$ cat config.mk
export PLATFORM = sky130hd
export DESIGN_NAME = alu_accum_seq
export DESIGN_NICKNAME = d
export VERILOG_FILES = /design/src/rtl/alu_accum_seq.sv
export SDC_FILE = /design/constraint.sdc
export NUM_CORES = 1
export LEC_CHECK = 0
export ABC_AREA = 0
export CAP_MARGIN = 20
export CORE_ASPECT_RATIO = 2
export CORE_MARGIN = 3
export CORE_UTILIZATION = 51
export CTS_BUF_LIST = sky130_fd_sc_hd__clkbuf_8
export DETAILED_ROUTE_END_ITERATION = 8
export GPL_TIMING_DRIVEN = 1
export PLACE_DENSITY = 0.81
export SYNTH_ARGS = -nofsm -noshare
export SYNTH_HDL_FRONTEND = slang
export SYNTH_SLANG_ARGS = --single-unit
export TNS_END_PERCENT = 1
$ cat constraint.sdc
create_clock -name Clock -period 2.45 [get_ports Clock]
set_input_delay 0.49 -clock Clock [delete_from_list [all_inputs] [get_ports Clock]]
set_output_delay 0.49 -clock Clock [all_outputs]
set_load 0.05 [all_outputs]
$ cat src/rtl/alu_accum_seq.sv
// -----------------------------------------------------------------------------
// alu_accum_seq
//
// Registered accumulator ALU. The low half of the accumulator is fed back as
// operand A and the Data bus supplies operand B. Ops are requested with a
// valid/ready handshake. Most ops complete in the accept cycle. MUL runs a
// DATA_W-cycle shift-add sequence and holds Op_ready low while it runs.
//
// Parameters:
//   DATA_W        operand width (>= 2); the accumulator is 2*DATA_W bits
//
// Ports:
//   Clock         system clock, rising edge
//   Reset_b       asynchronous active-low reset
//   Data          operand B
//   Function      operation select (see op_e)
//   Op_valid      operation request
//   Op_ready      block can accept an op this cycle (combinational from state)
//   ALUout        accumulator register
//   Result_valid  one-cycle pulse after each ALUout write
//   Carry         carry / borrow / shift-out flag
//   Zero          high when ALUout == 0
//
// Build option:
//   ALU_SAT_EN    when defined, ADD saturates to 2^DATA_W-1 and SUB clamps
//                 to 0 on borrow. Carry still reports the overflow or borrow.
// -----------------------------------------------------------------------------
module alu_accum_seq #(
  parameter int DATA_W = 4
) (
  input  logic                  Clock,
  input  logic                  Reset_b,
  input  logic [DATA_W-1:0]     Data,
  input  logic [2:0]            Function,
  input  logic                  Op_valid,
  output logic                  Op_ready,
  output logic [2*DATA_W-1:0]   ALUout,
  output logic                  Result_valid,
  output logic                  Carry,
  output logic                  Zero
);

  localparam int ACC_W = 2 * DATA_W;
  localparam int CNT_W = (DATA_W > 1) ? $clog2(DATA_W) : 1;

  typedef enum logic [2:0] {
    OP_ADD  = 3'b000,
    OP_SUB  = 3'b001,
    OP_SEXT = 3'b010,
    OP_OR   = 3'b011,
    OP_AND  = 3'b100,
    OP_SHL  = 3'b101,
    OP_MUL  = 3'b110,
    OP_HOLD = 3'b111
  } op_e;

  typedef enum logic {
    ST_IDLE,
    ST_MUL
  } state_e;

  state_e state, state_next;

  logic [DATA_W-1:0] op_a;
  logic              accept;
  logic              is_mul;
  logic              mul_last;

  // Multiplier datapath
  logic [ACC_W-1:0]  mul_mcand;
  logic [DATA_W-1:0] mul_mplier;
  logic [ACC_W-1:0]  mul_prod;
  logic [ACC_W-1:0]  mul_prod_step;
  logic [CNT_W-1:0]  mul_cnt;

  // Single-cycle ALU results
  logic [DATA_W:0]   sum;
  logic [DATA_W:0]   diff;
  logic [2*ACC_W-1:0] shl_ext;
  logic              shl_big;
  logic [ACC_W-1:0]  alu_res;
  logic              alu_carry;

  assign op_a     = ALUout[DATA_W-1:0];
  assign Op_ready = (state == ST_IDLE);
  assign accept   = Op_valid && Op_ready;
  assign is_mul   = (op_e'(Function) == OP_MUL);
  assign mul_last = (state == ST_MUL) && (mul_cnt == CNT_W'(DATA_W - 1));
  assign Zero     = (ALUout == '0);

  // One shift-add iteration: add the shifted multiplicand when the current
  // multiplier LSB is set.
  assign mul_prod_step = mul_prod + (mul_mplier[0] ? mul_mcand : '0);

  // ---------------------------------------------------------------------------
  // FSM
  // ---------------------------------------------------------------------------
  always_ff @(posedge Clock or negedge Reset_b) begin
    if (!Reset_b) begin
      state <= ST_IDLE;
    end else begin
      state <= state_next;
    end
  end

  always_comb begin
    state_next = state;
    case (state)
      ST_IDLE: if (accept && is_mul) state_next = ST_MUL;
      ST_MUL:  if (mul_last)         state_next = ST_IDLE;
      default:                       state_next = ST_IDLE;
    endcase
  end

  // ---------------------------------------------------------------------------
  // Single-cycle ALU
  // ---------------------------------------------------------------------------
  // NOTE: every output of this block gets a default before the case, so no
  //       path leaves a variable unassigned and no latch is inferred.
  always_comb begin
    sum       = {1'b0, op_a} + {1'b0, Data};
    diff      = {1'b0, op_a} - {1'b0, Data};
    shl_ext   = {{ACC_W{1'b0}}, ALUout} << Data;
    shl_big   = (32'(Data) >= 32'(ACC_W));
    alu_res   = ALUout;
    alu_carry = Carry;

    case (op_e'(Function))
      OP_ADD: begin
        alu_carry = sum[DATA_W];
`ifdef ALU_SAT_EN
        alu_res = sum[DATA_W] ? {{DATA_W{1'b0}}, {DATA_W{1'b1}}}
                              : {{(DATA_W-1){1'b0}}, sum};
`else
        alu_res = {{(DATA_W-1){1'b0}}, sum};
`endif
      end
      OP_SUB: begin
        // The MSB of the (DATA_W+1)-bit difference is the borrow (A < Data).
        alu_carry = diff[DATA_W];
`ifdef ALU_SAT_EN
        alu_res = diff[DATA_W] ? '0 : {{(DATA_W-1){1'b0}}, diff};
`else
        alu_res = {{(DATA_W-1){diff[DATA_W]}}, diff};
`endif
      end
      OP_SEXT: begin
        alu_res   = {{DATA_W{op_a[DATA_W-1]}}, op_a};
        alu_carry = 1'b0;
      end
      OP_OR: begin
        alu_res   = {{(ACC_W-1){1'b0}}, |(op_a | Data)};
        alu_carry = 1'b0;
      end
      OP_AND: begin
        alu_res   = {{(ACC_W-1){1'b0}}, |(op_a & Data)};
        alu_carry = 1'b0;
      end
      OP_SHL: begin
        // The upper half of the widened shift holds every bit pushed out.
        if (shl_big) begin
          alu_res   = '0;
          alu_carry = |ALUout;
        end else begin
          alu_res   = shl_ext[ACC_W-1:0];
          alu_carry = |shl_ext[2*ACC_W-1:ACC_W];
        end
      end
      OP_HOLD: begin
        alu_res   = ALUout;
        alu_carry = Carry;
      end
      default: begin
        alu_res   = ALUout;
        alu_carry = Carry;
      end
    endcase
  end

  // ---------------------------------------------------------------------------
  // Accumulator, flags and multiplier registers
  // ---------------------------------------------------------------------------
  // NOTE: sequential state uses non-blocking assignments so all registers
  //       update together from pre-edge values.
  always_ff @(posedge Clock or negedge Reset_b) begin
    if (!Reset_b) begin
      ALUout       <= '0;
      Carry        <= 1'b0;
      Result_valid <= 1'b0;
      mul_mcand    <= '0;
      mul_mplier   <= '0;
      mul_prod     <= '0;
      mul_cnt      <= '0;
    end else begin
      Result_valid <= 1'b0;
      if (accept) begin
        if (is_mul) begin
          // ALUout holds until the product is complete.
          mul_mcand  <= {{DATA_W{1'b0}}, op_a};
          mul_mplier <= Data;
          mul_prod   <= '0;
          mul_cnt    <= '0;
        end else begin
          ALUout       <= alu_res;
          Carry        <= alu_carry;
          Result_valid <= 1'b1;
        end
      end else if (state == ST_MUL) begin
        mul_prod   <= mul_prod_step;
        mul_mcand  <= mul_mcand << 1;
        mul_mplier <= mul_mplier >> 1;
        mul_cnt    <= mul_cnt + CNT_W'(1);
        if (mul_last) begin
          ALUout       <= mul_prod_step;
          Carry        <= 1'b0;
          Result_valid <= 1'b1;
        end
      end
    end
  end

endmodule

==> qor.csv, run 1 <==
stage;metric;value;unit
timing;timing.slew.headroom;0.3278;
setup_path;cpPeakStageDelay;440;ps
setup_path;ff2ff_path_depth;8;
timing;setup_total_negative_slack;0;ps
timing;hold_viol_final;0;
floorplanning;die_h;106.1;um
layout;final_design_area_no_fill;0.003037;sq mm
floorplanning;floorplan.initialDensity;0.5399;
yosys;yosysWarningCount;0;
floorplanning;core_area;0.004730;sq mm
layout;finalNonFillerCells;391;
timing;post-route-period-util;0.9291;
yosys;synth.distinct_cells;45;
setup_path;crit_path_max_fanout;5;
layout;final_core_utilization;0.6421;
setup_path;cp_slowest_cell;sky130_fd_sc_hd__dfrtp_1;
worst_hold_path;hp-start;mul_mplier[1];
clocking;cts_tree;done;
clocking;cts_hold_buffers;0;
timing;layout_setup_ws;173.7;ps
clocking;path_clk_slew;70;ps
worst_hold_path;hold_class;reg2reg;
yosys;syn_inst;295;
yosys;yosys.cell_count.top_type;sky130_fd_sc_hd__nand2_1;
setup_path;type_of_destination_of_the_critical_path;flip-flop;
routing;detail_route.wl_per_cell;17.82;um
yosys;synth-seq-cells;33;
floorplanning;floorplan.io_pins;22;
timing;finClkSkew;8.402;ps
yosys;synth_top_cells_by_area;sky130_fd_sc_hd__dfrtp_1 32%, sky130_fd_sc_hd__ha_1 11%, sky130_fd_sc_hd__o21ai_0 6.7%;
placement;place_congestion;1.038;
yosys;dominantRegCellSynth;sky130_fd_sc_hd__dfrtp_1;
routing;drc;0;
placement;dp.final_hpwl;5498;um
power;worst_voltage_drop_across_the_vdd_grid;0.0006643;V
clocking;cts_setup_buffers;0;
global_route;number_of_global_route_vias_before_repair;2391;
setup_path;worst_ep_arrival_time;2440;ps
worst_hold_path;min_delay_worst_endpoint;mul_mplier[1];
run_status;status;completed;
placement;io_buffer_count;21;
global_route;grt_max_degree;34;
power;finalPower;3.260;mW
yosys;synth_top_area_frac;0.3234;
routing;detail_route.iter0.violations;114;
timing;fin_crit;2276;ps
routing;ant_nets;0;
run;maxCapViolations;0;
floorplanning;die_area;0.005944;sq mm
timing;fmax;439.3;MHz
floorplanning;rows;35;
yosys;synth.avg_cell_area;8.657;sq um
worst_hold_path;min_delay_path_depth;2;
routing;total_via_count_after_detailed_routing;2368;
power;leakage;1.425;nW
placement;placed_area;0.002950;sq mm
layout;syn_to_final_growth;18.91;%
clocking;number_of_buffers_created_by_cts;5;
clocking;cts.sinks;33;
setup_path;startpoint_type;flip-flop;
yosys;mappedNetlistArea;0.002554;sq mm
setup_path;crit_type;reg2reg;
yosys;async_flop_share;1.000;
setup_path;cp.buffers_inverters;0;
yosys;yosys.area.top_type;sky130_fd_sc_hd__dfrtp_1;
yosys;ys_seq_area_frac;0.3234;
placement;placed_cells;383;
clocking;cts_resized;0;
timing;hold_ws;500.2;ps
yosys;synth_commonest_cells;43 x sky130_fd_sc_hd__nand2_1, 34 x sky130_fd_sc_hd__o21ai_0, 33 x sky130_fd_sc_hd__dfrtp_1;
floorplanning;chipWidth;56.04;um
setup_path;critPathTopFamily;adder cells;
global_route;grt_overflow_total;0;
yosys;synth_enable_flop_cells;0;
global_route;antenna_found_initial;0;
clocking;insertion_delay;280;ps
timing;setup_failing_eps_final;0;
routing;avgViaCountPerCell;6.056;
layout;antenna-diode-count;0;
placement;placement.setup.worst_slack;-29.70;ps
clocking;buffer_type_at_the_clock_tree_root;sky130_fd_sc_hd__clkbuf_8;
yosys;synth_fp_nets;330;
setup_path;crit_required;2610;ps
timing;rsz0062_at_grt;false;
power;power_density;1074;mW/mm^2
setup_path;worstPathCellList;and2_1 -> ha_1 -> fa_1 -> nand3_1 -> a21oi_1 -> a211oi_1 -> xor2_1 -> o2111ai_1;
global_route;grt_first_pass_wirelength;11410;um
routing;totalWireLength;6968;um
setup_path;r2r_setup_slack;170;ps
layout;fraction_of_layout_instances_using_a_drive_strength_above_1;0.1280;
global_route;global_route.usage.total;0.2476;
clocking;clock_path_buffers;2;
setup_path;worst-path-stages;8;
setup_path;r2r-end;ALUout[6];
clocking;htreeDepth;2;
timing;tightest_slew;1005;ps
timing;report.final.slew_viol_count;0;
setup_path;worst_r2r_startpoint;mul_mplier[0];
routing;drt-pass1-iter-count;5;
layout;fin_nets;370;
==> flip-flops by register name, indices dropped and copies added (netlist names) <==
signal / count
mul_prod: 8
Result_valid: 1
Carry: 1
state: 1
mul_mcand: 8
ALUout: 8
mul_cnt: 2
mul_mplier: 4
==> cells by family (layout without fill, tap and decap cells) <==
family | after synthesis | count (layout) | share of synthesized area
XOR/XNOR | 10 | 10 | 0.03430
flip-flops | 33 | 33 | 0.3234
multiplexers | 11 | 11 | 0.06908
adder cells (fa/ha/maj) | 25 | 25 | 0.1313
AND/OR/NAND/NOR | 103 | 103 | 0.1891
buffers and inverters | 28 | 69 | 0.04753
AO/OA/AOI/OAI | 85 | 85 | 0.2053
==> worst register-to-register path: cells and delay by family (launching register included) <==
family / cells / cell delay (ps)
fa+ha+maj: 2 / 610
compound gates: 3 / 510
flops: 1 / 440
simple gates: 2 / 310
xor+xnor: 1 / 270
==> final cells by class <==
cell class,instances,area [sq um]
clock inverters,3,17.52
clock buffers,5,68.82
well taps,55,68.82
multi-input cells,234,1607
fillers,403,1693
flip-flops and latches,33,825.8
repair buffers,46,392.9
inverters,15,56.30
==> cells in the final DEF, fill, tap and decap left out, types with 8 or more instances in the layout <==
| master | synthesis | routed |
|---|---|---|
| sky130_fd_sc_hd__nand2_1 | 43 | 43 |
| sky130_fd_sc_hd__o21ai_0 | 34 | 34 |
| sky130_fd_sc_hd__dfrtp_1 | 33 | 33 |
| sky130_fd_sc_hd__buf_4 | 1 | 27 |
| sky130_fd_sc_hd__ha_1 | 22 | 22 |
| sky130_fd_sc_hd__a21oi_1 | 21 | 21 |
| sky130_fd_sc_hd__clkdlybuf4s50_1 | 0 | 19 |
| sky130_fd_sc_hd__nor2_1 | 17 | 17 |
| sky130_fd_sc_hd__inv_1 | 15 | 15 |
| sky130_fd_sc_hd__nand3_1 | 11 | 11 |
| sky130_fd_sc_hd__xor2_1 | 10 | 10 |
| sky130_fd_sc_hd__and2_1 | 8 | 8 |
==> where the power goes <==
group          switching [mW]  internal, mW
combinational            1.11         0.713
sequential              0.269         0.764
clock                   0.210         0.196
==> worst max-delay path by stage <==
stage	slack [ps]	endpoint	from
2_1_floorplan	310	ALUout[3]	ALUout[1]
3_3_place_gp	40	Carry	Data[0]
3_5_place_dp	-30	ALUout[4]	Data[0]
4_1_cts	170	ALUout[6]	mul_mplier[0]
5_1_grt	40	ALUout[6]	mul_mplier[0]
6_report	170	ALUout[6]	mul_mplier[0]
==> layer usage <==
layer,share of wire,GRT usage,vias to the layer above
met3,0.037,0.02430,43
met1,0.36,0.2453,1094
met4,0.086,0.1986,0
met5,0,0,-
li1,-,-,1134
met2,0.52,0.4497,97
(Power assumes the default switching activity.)
==> inputs of run 2 (changes only) <==
--- a/config.mk
+++ b/config.mk
@@ -13,7 +13,7 @@
 export CTS_BUF_LIST = sky130_fd_sc_hd__clkbuf_8
 export DETAILED_ROUTE_END_ITERATION = 8
 export GPL_TIMING_DRIVEN = 1
-export PLACE_DENSITY = 0.81
+export PLACE_DENSITY_LB_ADDON = 0.05
 export SYNTH_ARGS = -nofsm -noshare
 export SYNTH_HDL_FRONTEND = slang
 export SYNTH_SLANG_ARGS = --single-unit
==> qor.csv, run 2 (synthesized netlist as in run 1, its figures left out) <==
stage;metric;value;unit
run_status;status;completed;
timing;fmax;440.0;MHz
routing;avgViaCountPerCell;5.972;
setup_path;r2r_setup_slack;180;ps
timing;report.final.slew_viol_count;0;
worst_hold_path;hold_class;reg2reg;
layout;layout.cells.most_common;sky130_fd_sc_hd__nand2_1;
clocking;cts_hold_buffers;0;
clocking;cts_tree;done;
routing;detail_route.wl_per_cell;17.82;um
run;maxCapViolations;0;
placement;io_buffer_count;21;
setup_path;r2r-end;ALUout[6];
setup_path;ff2ff_path_depth;8;
power;power_density;1083;mW/mm^2
setup_path;crit_required;2610;ps
timing;layout_setup_ws;177.1;ps
setup_path;crit_path_max_fanout;5;
routing;total_via_count_after_detailed_routing;2371;
placement;dp.final_hpwl;5668;um
clocking;buffer_type_at_the_clock_tree_root;sky130_fd_sc_hd__clkbuf_8;
placement;place_congestion;0.9994;
routing;ant_nets;0;
setup_path;startpoint_type;flip-flop;
timing;setup_failing_eps_final;0;
timing;hold_ws;495.0;ps
floorplanning;chipWidth;56.04;um
timing;hold_viol_final;0;
global_route;global_route.usage.total;0.2534;
setup_path;worst_ep_arrival_time;2430;ps
routing;totalWireLength;7075;um
timing;rsz0062_at_grt;false;
routing;drc;0;
layout;layout_common_cells;43 x sky130_fd_sc_hd__nand2_1, 34 x sky130_fd_sc_hd__o21ai_0, 33 x sky130_fd_sc_hd__dfrtp_1, 32 x sky130_fd_sc_hd__buf_4, 22 x sky130_fd_sc_hd__ha_1;
global_route;grt_overflow_total;0;
clocking;number_of_buffers_created_by_cts;5;
clocking;cts_setup_buffers;0;
worst_hold_path;hp-start;mul_mplier[2];
clocking;clock_path_buffers;2;
layout;antenna-diode-count;0;
clocking;htreeDepth;2;
clocking;cts.sinks;33;
timing;post-route-period-util;0.9277;
floorplanning;floorplan.io_pins;22;
clocking;path_clk_slew;70;ps
power;worst_voltage_drop_across_the_vdd_grid;0.0006180;V
clocking;cts_resized;0;
layout;syn_to_final_growth;21.75;%
layout;final.fill_count;409;
global_route;grt_first_pass_wirelength;11700;um
floorplanning;core_area;0.004730;sq mm
floorplanning;die_h;106.1;um
power;leakage;1.470;nW
layout;fraction_of_layout_instances_using_a_drive_strength_above_1;0.1433;
global_route;number_of_global_route_vias_before_repair;2472;
floorplanning;die_area;0.005944;sq mm
worst_hold_path;min_delay_worst_endpoint;mul_mplier[2];
worst_hold_path;min_delay_path_depth;2;
placement;placement.setup.worst_slack;-45.46;ps
layout;biggestRegsByFlops;ALUout (8), mul_mcand (8), mul_prod (8);
timing;timing.slew.headroom;0.6349;
setup_path;worst_r2r_startpoint;mul_mplier[0];
clocking;insertion_delay;280;ps
routing;drt-pass1-iter-count;4;
routing;detail_route.iter0.violations;71;
global_route;grt_max_degree;34;
floorplanning;rows;35;
timing;fin_crit;2273;ps
setup_path;crit_type;reg2reg;
timing;tightest_slew;545.7;ps
floorplanning;floorplan.initialDensity;0.5399;
timing;setup_total_negative_slack;0;ps
global_route;antenna_found_initial;0;
timing;finClkSkew;4.265;ps
layout;fin_nets;376;
setup_path;type_of_destination_of_the_critical_path;flip-flop;
==> run 2: cell count changes in the layout (fill, tap and decap cells not counted) <==
| cell | before | now |
|---|---|---|
| sky130_fd_sc_hd__clkbuf_8 | 5 | 7 |
| sky130_fd_sc_hd__clkinv_2 | 2 | 1 |
| sky130_fd_sc_hd__buf_4 | 27 | 32 |
| sky130_fd_sc_hd__clkinvlp_4 | 1 | 0 |
| sky130_fd_sc_hd__buf_12 | 0 | 1 |
==> run 2: worst max-delay path, cell delays in order (launching register included) <==
cell	delay (ps)
sky130_fd_sc_hd__dfrtp_1	450
sky130_fd_sc_hd__and2_1	170
sky130_fd_sc_hd__ha_1	210
sky130_fd_sc_hd__fa_1	410
sky130_fd_sc_hd__nand3_1	140
sky130_fd_sc_hd__a21oi_1	80
sky130_fd_sc_hd__a211oi_1	300
sky130_fd_sc_hd__xor2_1	260
sky130_fd_sc_hd__o2111ai_1	120
==> run 2: stage by stage <==
step,cell area [sq um],util,instances,power [mW]
5_1_grt,3109,0.6574,397,3.610
6_report,3109,0.6574,397,3.367
2_1_floorplan,2554,-,295,2.198
3_3_place_gp,3000,0.6344,388,2.859
4_1_cts,3102,0.6558,396,3.359
3_5_place_dp,3000,0.6344,388,2.894
==> run 2: area by class of cell <==
| type | count | area, sq um | area share |
|---|---|---|---|
| clock buffer | 7 | 96.34 | 0.03099 |
| clock inverter | 1 | 5.005 | 0.001610 |
| inverter | 15 | 56.30 | 0.01811 |
| multi-input combinational | 234 | 1607 | 0.5167 |
| sequential | 33 | 825.8 | 0.2656 |
| tap | 55 | 68.82 | 0.02213 |
| timing repair buffer | 52 | 450.4 | 0.1449 |
==> run 2: layer usage <==
| layer | routed length [um] | share of wire | global-route usage |
|---|---|---|---|
| met1 | 2541 | 0.36 | 0.2602 |
| met2 | 3751 | 0.53 | 0.4489 |
| met3 | 225 | 0.032 | 0.02187 |
| met4 | 557 | 0.079 | 0.2105 |
| met5 | 0 | 0 | 0 |
==> run 2: worst max path at each step <==
stage | start | to | slack [ps] | cells after the start
2_1_floorplan | ALUout[1] | ALUout[3] | 310 | 7
3_3_place_gp | Data[0] | ALUout[4] | -20 | 9
3_5_place_dp | Data[0] | ALUout[4] | -50 | 9
4_1_cts | mul_mplier[0] | ALUout[6] | 170 | 8
5_1_grt | mul_mplier[0] | ALUout[6] | 40 | 8
6_report | mul_mplier[0] | ALUout[6] | 180 | 8
==> run 2: where the power goes <==
part	switching [mW]	total [mW]	internal, mW
Clock	0.204	0.458	0.254
Combinational	1.16	1.91	0.758
Sequential	0.230	0.995	0.765
